<file path="src/rtl/csr_file_pkg.sv">
// rtl/csr_file_pkg.sv - shared opcode, state and default definitions for the CSR file
//
// Purpose: single home for CSR request opcodes and FSM state encodings so the
//          register file, its counter and any bus front-end agree on them.
// Contents: csr_op_e (RD/WR/SET/CLR), csr_state_e (IDLE/RESP), default sizes,
//           csr_op_is_write() helper.
package csr_file_pkg;

    localparam int CSR_DATA_W_DEF = 24;
    localparam int CSR_NUM_DEF    = 16;

    typedef enum logic [1:0] {
        CSR_OP_RD  = 2'd0,
        CSR_OP_WR  = 2'd1,
        CSR_OP_SET = 2'd2,
        CSR_OP_CLR = 2'd3
    } csr_op_e;

    typedef enum logic {
        CSR_ST_IDLE = 1'b0,
        CSR_ST_RESP = 1'b1
    } csr_state_e;

    // Every opcode other than RD modifies the target register.
    function automatic logic csr_op_is_write(input csr_op_e op);
        return (op != CSR_OP_RD);
    endfunction

endpackage

</file>
<file path="src/rtl/csr_cycle_ctr.sv">
// rtl/csr_cycle_ctr.sv - free-running 2*HALF_W cycle counter with per-half load
//
// Purpose: counts every clock out of reset, wrapping to zero. A load of either
//          half replaces that half and suppresses the increment for the whole
//          counter on that edge, so the written value is exactly what is seen next.
// Ports:
//   iw_clk, iw_rst_n           clock, asynchronous active-low reset
//   iw_ld_lo / iw_ld_lo_data   load strobe and value for the low half
//   iw_ld_hi / iw_ld_hi_data   load strobe and value for the high half
//   ow_count                   current counter value
module csr_cycle_ctr #(
    parameter int HALF_W = 24
) (
    input  logic                  iw_clk,
    input  logic                  iw_rst_n,
    input  logic                  iw_ld_lo,
    input  logic [HALF_W-1:0]     iw_ld_lo_data,
    input  logic                  iw_ld_hi,
    input  logic [HALF_W-1:0]     iw_ld_hi_data,
    output logic [2*HALF_W-1:0]   ow_count
);

    logic [2*HALF_W-1:0] cnt_q, cnt_d;

    always_comb begin
        cnt_d = cnt_q + 1'b1;
        if (iw_ld_lo || iw_ld_hi) begin
            // The half not being loaded holds; no increment on a load edge.
            cnt_d = cnt_q;
            if (iw_ld_lo) cnt_d[HALF_W-1:0]        = iw_ld_lo_data;
            if (iw_ld_hi) cnt_d[2*HALF_W-1:HALF_W] = iw_ld_hi_data;
        end
    end

    always_ff @(posedge iw_clk or negedge iw_rst_n) begin
        if (!iw_rst_n) cnt_q <= '0;
        else           cnt_q <= cnt_d;
    end

    assign ow_count = cnt_q;

endmodule

</file>
<file path="src/rtl/csr_file.sv">
// rtl/csr_file.sv - CSR register file with RD/WR/SET/CLR requests and 1-cycle responses
//
// Purpose: NUM_CSR registers of DATA_W bits. The top two indices alias the low
//          and high halves of a free-running cycle counter. Each accepted request
//          updates its register and captures the pre-operation value on the same
//          edge; the response is presented one cycle later and held until taken.
// Ports:
//   iw_clk, iw_rst_n                 clock, asynchronous active-low reset
//   iw_req_valid / ow_req_ready      request handshake
//   iw_req_op, iw_req_idx, iw_req_wdata  opcode, register index, operand
//   iw_flush                         drop any held response, block new requests
//   ow_rsp_valid / iw_rsp_ready      response handshake
//   ow_rsp_rdata, ow_rsp_err         pre-operation value, error flag
//   ow_cycle                         full cycle counter value
module csr_file
    import csr_file_pkg::*;
#(
    parameter int                 DATA_W  = CSR_DATA_W_DEF,
    parameter int                 NUM_CSR = CSR_NUM_DEF,
    parameter logic [NUM_CSR-1:0] RO_MASK = '0,
    localparam int                IDX_W   = $clog2(NUM_CSR)
) (
    input  logic                  iw_clk,
    input  logic                  iw_rst_n,
    input  logic                  iw_req_valid,
    output logic                  ow_req_ready,
    input  logic [1:0]            iw_req_op,
    input  logic [IDX_W-1:0]      iw_req_idx,
    input  logic [DATA_W-1:0]     iw_req_wdata,
    input  logic                  iw_flush,
    output logic                  ow_rsp_valid,
    input  logic                  iw_rsp_ready,
    output logic [DATA_W-1:0]     ow_rsp_rdata,
    output logic                  ow_rsp_err,
    output logic [2*DATA_W-1:0]   ow_cycle
);

    localparam logic [IDX_W:0]   NUM_CSR_X  = (IDX_W+1)'(NUM_CSR);
    localparam logic [IDX_W-1:0] CTR_LO_IDX = IDX_W'(NUM_CSR - 2);
    localparam logic [IDX_W-1:0] CTR_HI_IDX = IDX_W'(NUM_CSR - 1);

    csr_state_e                       state_q, state_d;
    logic [NUM_CSR-1:0][DATA_W-1:0]   csr_q, csr_d;
    logic [DATA_W-1:0]                rsp_rdata_q, rsp_rdata_d;
    logic                             rsp_err_q, rsp_err_d;

    csr_op_e             op;
    logic                accept;
    logic                in_range;
    logic                is_ctr_lo;
    logic                is_ctr_hi;
    logic                is_wr;
    logic                ro_hit;
    logic                req_err;
    logic                do_update;
    logic                ld_lo;
    logic                ld_hi;
    logic [DATA_W-1:0]   cur_val;
    logic [DATA_W-1:0]   new_val;
    logic [2*DATA_W-1:0] ctr_val;

    assign op = csr_op_e'(iw_req_op);

    // Reset and flush both block acceptance; in RESP a new request is only
    // taken when the held response is being consumed on the same edge.
    assign ow_req_ready = iw_rst_n & ~iw_flush &
                          ((state_q == CSR_ST_IDLE) | iw_rsp_ready);
    assign accept       = iw_req_valid & ow_req_ready;

    // Request decode and operand computation.
    always_comb begin
        in_range  = ({1'b0, iw_req_idx} < NUM_CSR_X);
        is_ctr_lo = in_range && (iw_req_idx == CTR_LO_IDX);
        is_ctr_hi = in_range && (iw_req_idx == CTR_HI_IDX);
        ro_hit    = in_range && RO_MASK[iw_req_idx];
        is_wr     = csr_op_is_write(op);

        cur_val = '0;
        if (is_ctr_lo)     cur_val = ctr_val[DATA_W-1:0];
        else if (is_ctr_hi) cur_val = ctr_val[2*DATA_W-1:DATA_W];
        else if (in_range) cur_val = csr_q[iw_req_idx];

        case (op)
            CSR_OP_WR:  new_val = iw_req_wdata;
            CSR_OP_SET: new_val = cur_val | iw_req_wdata;
            CSR_OP_CLR: new_val = cur_val & ~iw_req_wdata;
            default:    new_val = cur_val;
        endcase

        req_err   = ~in_range | (is_wr & ro_hit);
        do_update = accept & is_wr & in_range & ~ro_hit;
        ld_lo     = do_update & is_ctr_lo;
        ld_hi     = do_update & is_ctr_hi;
    end

    // Plain storage; counter-aliased entries are never written here.
    always_comb begin
        csr_d = csr_q;
        for (int i = 0; i < NUM_CSR; i++) begin
            if (do_update && !is_ctr_lo && !is_ctr_hi &&
                (iw_req_idx == IDX_W'(i))) begin
                csr_d[i] = new_val;
            end
        end
    end

    // Response FSM and response capture.
    always_comb begin
        state_d     = state_q;
        rsp_rdata_d = rsp_rdata_q;
        rsp_err_d   = rsp_err_q;

        if (accept) begin
            state_d     = CSR_ST_RESP;
            rsp_rdata_d = cur_val;
            rsp_err_d   = req_err;
        end else if ((state_q == CSR_ST_RESP) && iw_rsp_ready) begin
            state_d = CSR_ST_IDLE;
        end

        if (iw_flush) begin
            state_d = CSR_ST_IDLE;
        end
    end

    always_ff @(posedge iw_clk or negedge iw_rst_n) begin
        if (!iw_rst_n) begin
            state_q     <= CSR_ST_IDLE;
            csr_q       <= '0;
            rsp_rdata_q <= '0;
            rsp_err_q   <= 1'b0;
        end else begin
            state_q     <= state_d;
            csr_q       <= csr_d;
            rsp_rdata_q <= rsp_rdata_d;
            rsp_err_q   <= rsp_err_d;
        end
    end

    csr_cycle_ctr #(
        .HALF_W (DATA_W)
    ) u_cycle_ctr (
        .iw_clk        (iw_clk),
        .iw_rst_n      (iw_rst_n),
        .iw_ld_lo      (ld_lo),
        .iw_ld_lo_data (new_val),
        .iw_ld_hi      (ld_hi),
        .iw_ld_hi_data (new_val),
        .ow_count      (ctr_val)
    );

    assign ow_rsp_valid = (state_q == CSR_ST_RESP);
    assign ow_rsp_rdata = rsp_rdata_q;
    assign ow_rsp_err   = rsp_err_q;
    assign ow_cycle     = ctr_val;

endmodule
</file>
<file path="config.mk">
export PLATFORM = sky130hd
export DESIGN_NAME = csr_file
export DESIGN_NICKNAME = d
export VERILOG_FILES = /design/src/rtl/csr_file_pkg.sv /design/src/rtl/csr_cycle_ctr.sv /design/src/rtl/csr_file.sv
export SDC_FILE = /design/constraint.sdc
export NUM_CORES = 1
export LEC_CHECK = 0
export CORE_MARGIN = 2
export CORE_UTILIZATION = 60
export DETAILED_ROUTE_END_ITERATION = 10
export DONT_BUFFER_PORTS = 1
export PLACE_DENSITY = 0.8
export SYNTH_ARGS = -nofsm -noshare
export SYNTH_HDL_FRONTEND = slang
export SYNTH_SLANG_ARGS = --single-unit
</file>
<file path="constraint.sdc">
create_clock -name iw_clk -period 6.58 [get_ports iw_clk]
set_input_delay 0.658 -clock iw_clk [delete_from_list [all_inputs] [get_ports iw_clk]]
set_output_delay 0.658 -clock iw_clk [all_outputs]
set_load 0.02 [all_outputs]
</file>
==> results.toml <==
[status]
outcome = "complete, but fails checks"
violations = "hold timing"

[drt]
viasPerCell = 6.796
drt_iter0_drc = 2197
vias = 16930
drc = 0
firstDrtPassIters = 6
drt.antenna.violating_nets = 0
wl_um = 63640
avgRoutedWirePerCell_um = 25.55

[final_layout]
mostFrequentLayoutCells = "dfrtp_1, nand2_1, o21ai_0"
areaGrowthSynthToFinish_pct = 6.272
fin_area_sq_um = 22700
multi_input_area_sq_um = 9246
final-seq-area_sq_um = 11110
final_nets = 2036
instances_no_fill = 2491
drive_above_1_share_pct = 11.88
final_common_cell = "dfrtp_1"
fill_cells = 2638

[sta]
grt_setup_unrepaired = "false"
tightest_slew_ps = 1254
fin_crit_sh_pct = 50.63
final.min_clock_period_ps = 3331
finalSetupViolCount = 0
hold_slack_ps = -209.9
slew_headroom_pct = 16.32
skew_ps = 18.73
tns_ps = 0
final-max-slew-violation-count = 0
final-hold-violation-count = 444
fmax_ghz = 0.3002

[worst_setup_path]
r2r-end = "u_cycle_ctr.ow_count[43]"
path_delay_family = "simple AND/OR/NAND/NOR gates"
cp_max_fo = 9
cp_cell_sequence = "nand4_1, nor2_1, nand4_1, nor2_1, a31oi_1, o21ai_0, o211ai_1"
worst-path-buf-inv = 0
setup.worst_path.start = "u_cycle_ctr.ow_count[2]"
endpoint_kind = "flop"
worst_path_max_delay_cell = "dfrtp_1"
worstPathArrival_ps = 3740
path_class = "reg -> reg"
critical-path-max-stage-delay_ps = 660
r2r_cells = 7
r2r_start = "u_cycle_ctr.ow_count[2]"
reg2reg_slack_ps = 3250
start_kind = "flop"
endpoint = "u_cycle_ctr.ow_count[43]"
cp.depth = 7
cp_data_required_time_ps = 6990

[global_route]
met1_usage_pct = 46.70
grtUsageMet3_pct = 8.947
grt_pass1_wl_um = 97840
met2_usage_pct = 53.58
gr-total-overflow = 0
antenna_found_initial = 0
grt_busiest_layer = "met2"
grt_max_degree = 446
groute.usage.overall_pct = 34.78
grt_pass1_vias = 16730

[power_and_ir_drop]
p_switching_w = 0.001920
leakage_nw = 9.791
combPwrFrac_pct = 10.8
p_per_area_nw_per_um2 = 302.1
ir_drop_uv = 249.8
power_frac_seq_pct = 50.3
swShare_pct = 27.99
p_int_w = 0.004938
p_total_w = 0.006858
p_clk_share_pct = 38.9

[run]
drv_cap = 0

[clocking]
htree_levels = 2
cts_tree = "done"
cts_setup_buffers = 0
clockRootBuffer = "clkbuf_16"
clkLatencyLatePin_ps = 580
cts.path.max_buffers = 3
clk_pin_slew_ps = 60
clock_sinks = 444
cts-buffers-inserted = 45

[placement]
dp.cells = 2414
place_area_sq_um = 21180
gp_congestion = 0.9811
hpwl_um = 39440
portBuffers = 0

[synth]
ys_ff_latch = 444
synth.net_count = 2179
ys_top_cells_by_area = "dfrtp_1, o21ai_0, nand2_1, mux4_2, clkbuf_1"
synth_top_area_cell = "dfrtp_1"
yosysTopAreaCellShare_pct = 52.01
ys_types = 82
avgSynthCellArea_sq_um = 9.969
ys_seq_area_share_pct = 52.01
synth_edf_count = 0
ys.flop_type = "dfrtp_1"
synthArstFlopShare_pct = 100.0
synth_warnings = 0
syn_inst = 2143
syn-cell-area_sq_um = 21360

[floorplan]
dieArea_sq_um = 37130
core_sq_um = 35310
die_w_um = 192.7
io_pins = 110
start_util_pct = 60.50
die_height_um = 192.7
num_rows = 69

[min_path]
hold_path.class = "in -> async"
==> cells in the mapped netlist, drive strengths merged, types with 9 or more instances <==
cell type	number
a221oi	15
nand3	38
a21oi	50
nand4	20
o211ai	13
dfrtp	444
o21ai	429
or3	9
mux4	69
o221ai	23
mux2	30
xor2	12
a31oi	14
mux2i	39
and3	16
xnor2	9
nor2b	19
nor3	18
a22o	11
o21a	9
clkbuf	158
nor2	75
buf	60
o22ai	22
nand2	430
==> area by class of cell <==
type                            instances  area share (%)
Timing Repair Buffer                   28          0.9258
Antenna cell                            1         0.01102
Clock buffer                           63           5.786
Multi-Input combinational cell       1472           40.73
Clock inverter                         13          0.9258
Sequential cell                       444           48.94
Inverter                                9          0.1488
Tap cell                              461           2.541
==> worst reg2reg max path, stage by stage (launching register included) <==
cell,delay (ps)
dfrtp_1,660
nand4_1,280
nor2_1,550
nand4_1,490
nor2_1,630
a31oi_1,160
o21ai_0,260
o211ai_1,130
==> routing by layer <==
layer | part of all wire (%) | routed length (um) | vias to the layer above
met5 | 0 | 0 | -
met4 | 4.3 | 2721 | 0
met3 | 11 | 7242 | 216
met2 | 45 | 28920 | 973
met1 | 39 | 24760 | 8415
li1 | - | - | 7326
==> power groups by stage <==
stage	registers [W]	clock network (W)	logic [W]
global route	0.00348	0.00279	0.000817
floorplan	0.00336	0	0.000612
finish	0.00345	0.00267	0.000738
global placement	0.00346	0	0.000690
detailed placement	0.00348	0	0.000719
CTS	0.00343	0.00267	0.000728
==> through the flow <==
stage               worst slack (ps)  utilization [%]
finish                          3249            64.30
global route                    3169            64.29
CTS                             3362            64.29
detailed placement              3116            59.98
global placement                3165            59.98
floorplan                       3770                -
==> sequential cells by signal, indices dropped and copies added (netlist names) <==
signal / flops
csr_q: 371
ow_rsp_rdata: 24
ow_rsp_valid: 1
u_cycle_ctr.ow_count: 48
==> kinds of logic (layout without fill, tap and decap cells) <==
group                    after synthesis  after routing  share of synthesized area (%)
AO/OA/AOI/OAI                        645            645                          18.00
XOR/XNOR                              21             21                         0.8609
adder cells (fa/ha/maj)                1              1                        0.05856
buffers and inverters                227            113                          4.884
flip-flops                           444            444                          52.01
multiplexers                         138            138                          10.70
other                                  1              2                        0.01755
AND/OR/NAND/NOR                      666            666                          13.48
==> worst min path at each step <==
stage | from | to | slack (ps) | cells after the start
2_1_floorplan | iw_rst_n | csr_q[0] | 360 | 0
3_3_place_gp | csr_q[379] | csr_q[379] | 360 | 0
3_5_place_dp | csr_q[379] | csr_q[379] | 360 | 0
4_1_cts | iw_rst_n | csr_q[170] | -210 | 0
5_1_grt | iw_rst_n | csr_q[23] | -230 | 0
6_report | iw_rst_n | csr_q[74] | -210 | 0
==> timing repair <==
item | 4_1_cts | 5_1_grt
gates resized for setup | 0 | 0
hold endpoints to repair | 444 | 444
setup endpoints to repair | 0 | 0
(Power assumes the default switching activity.)
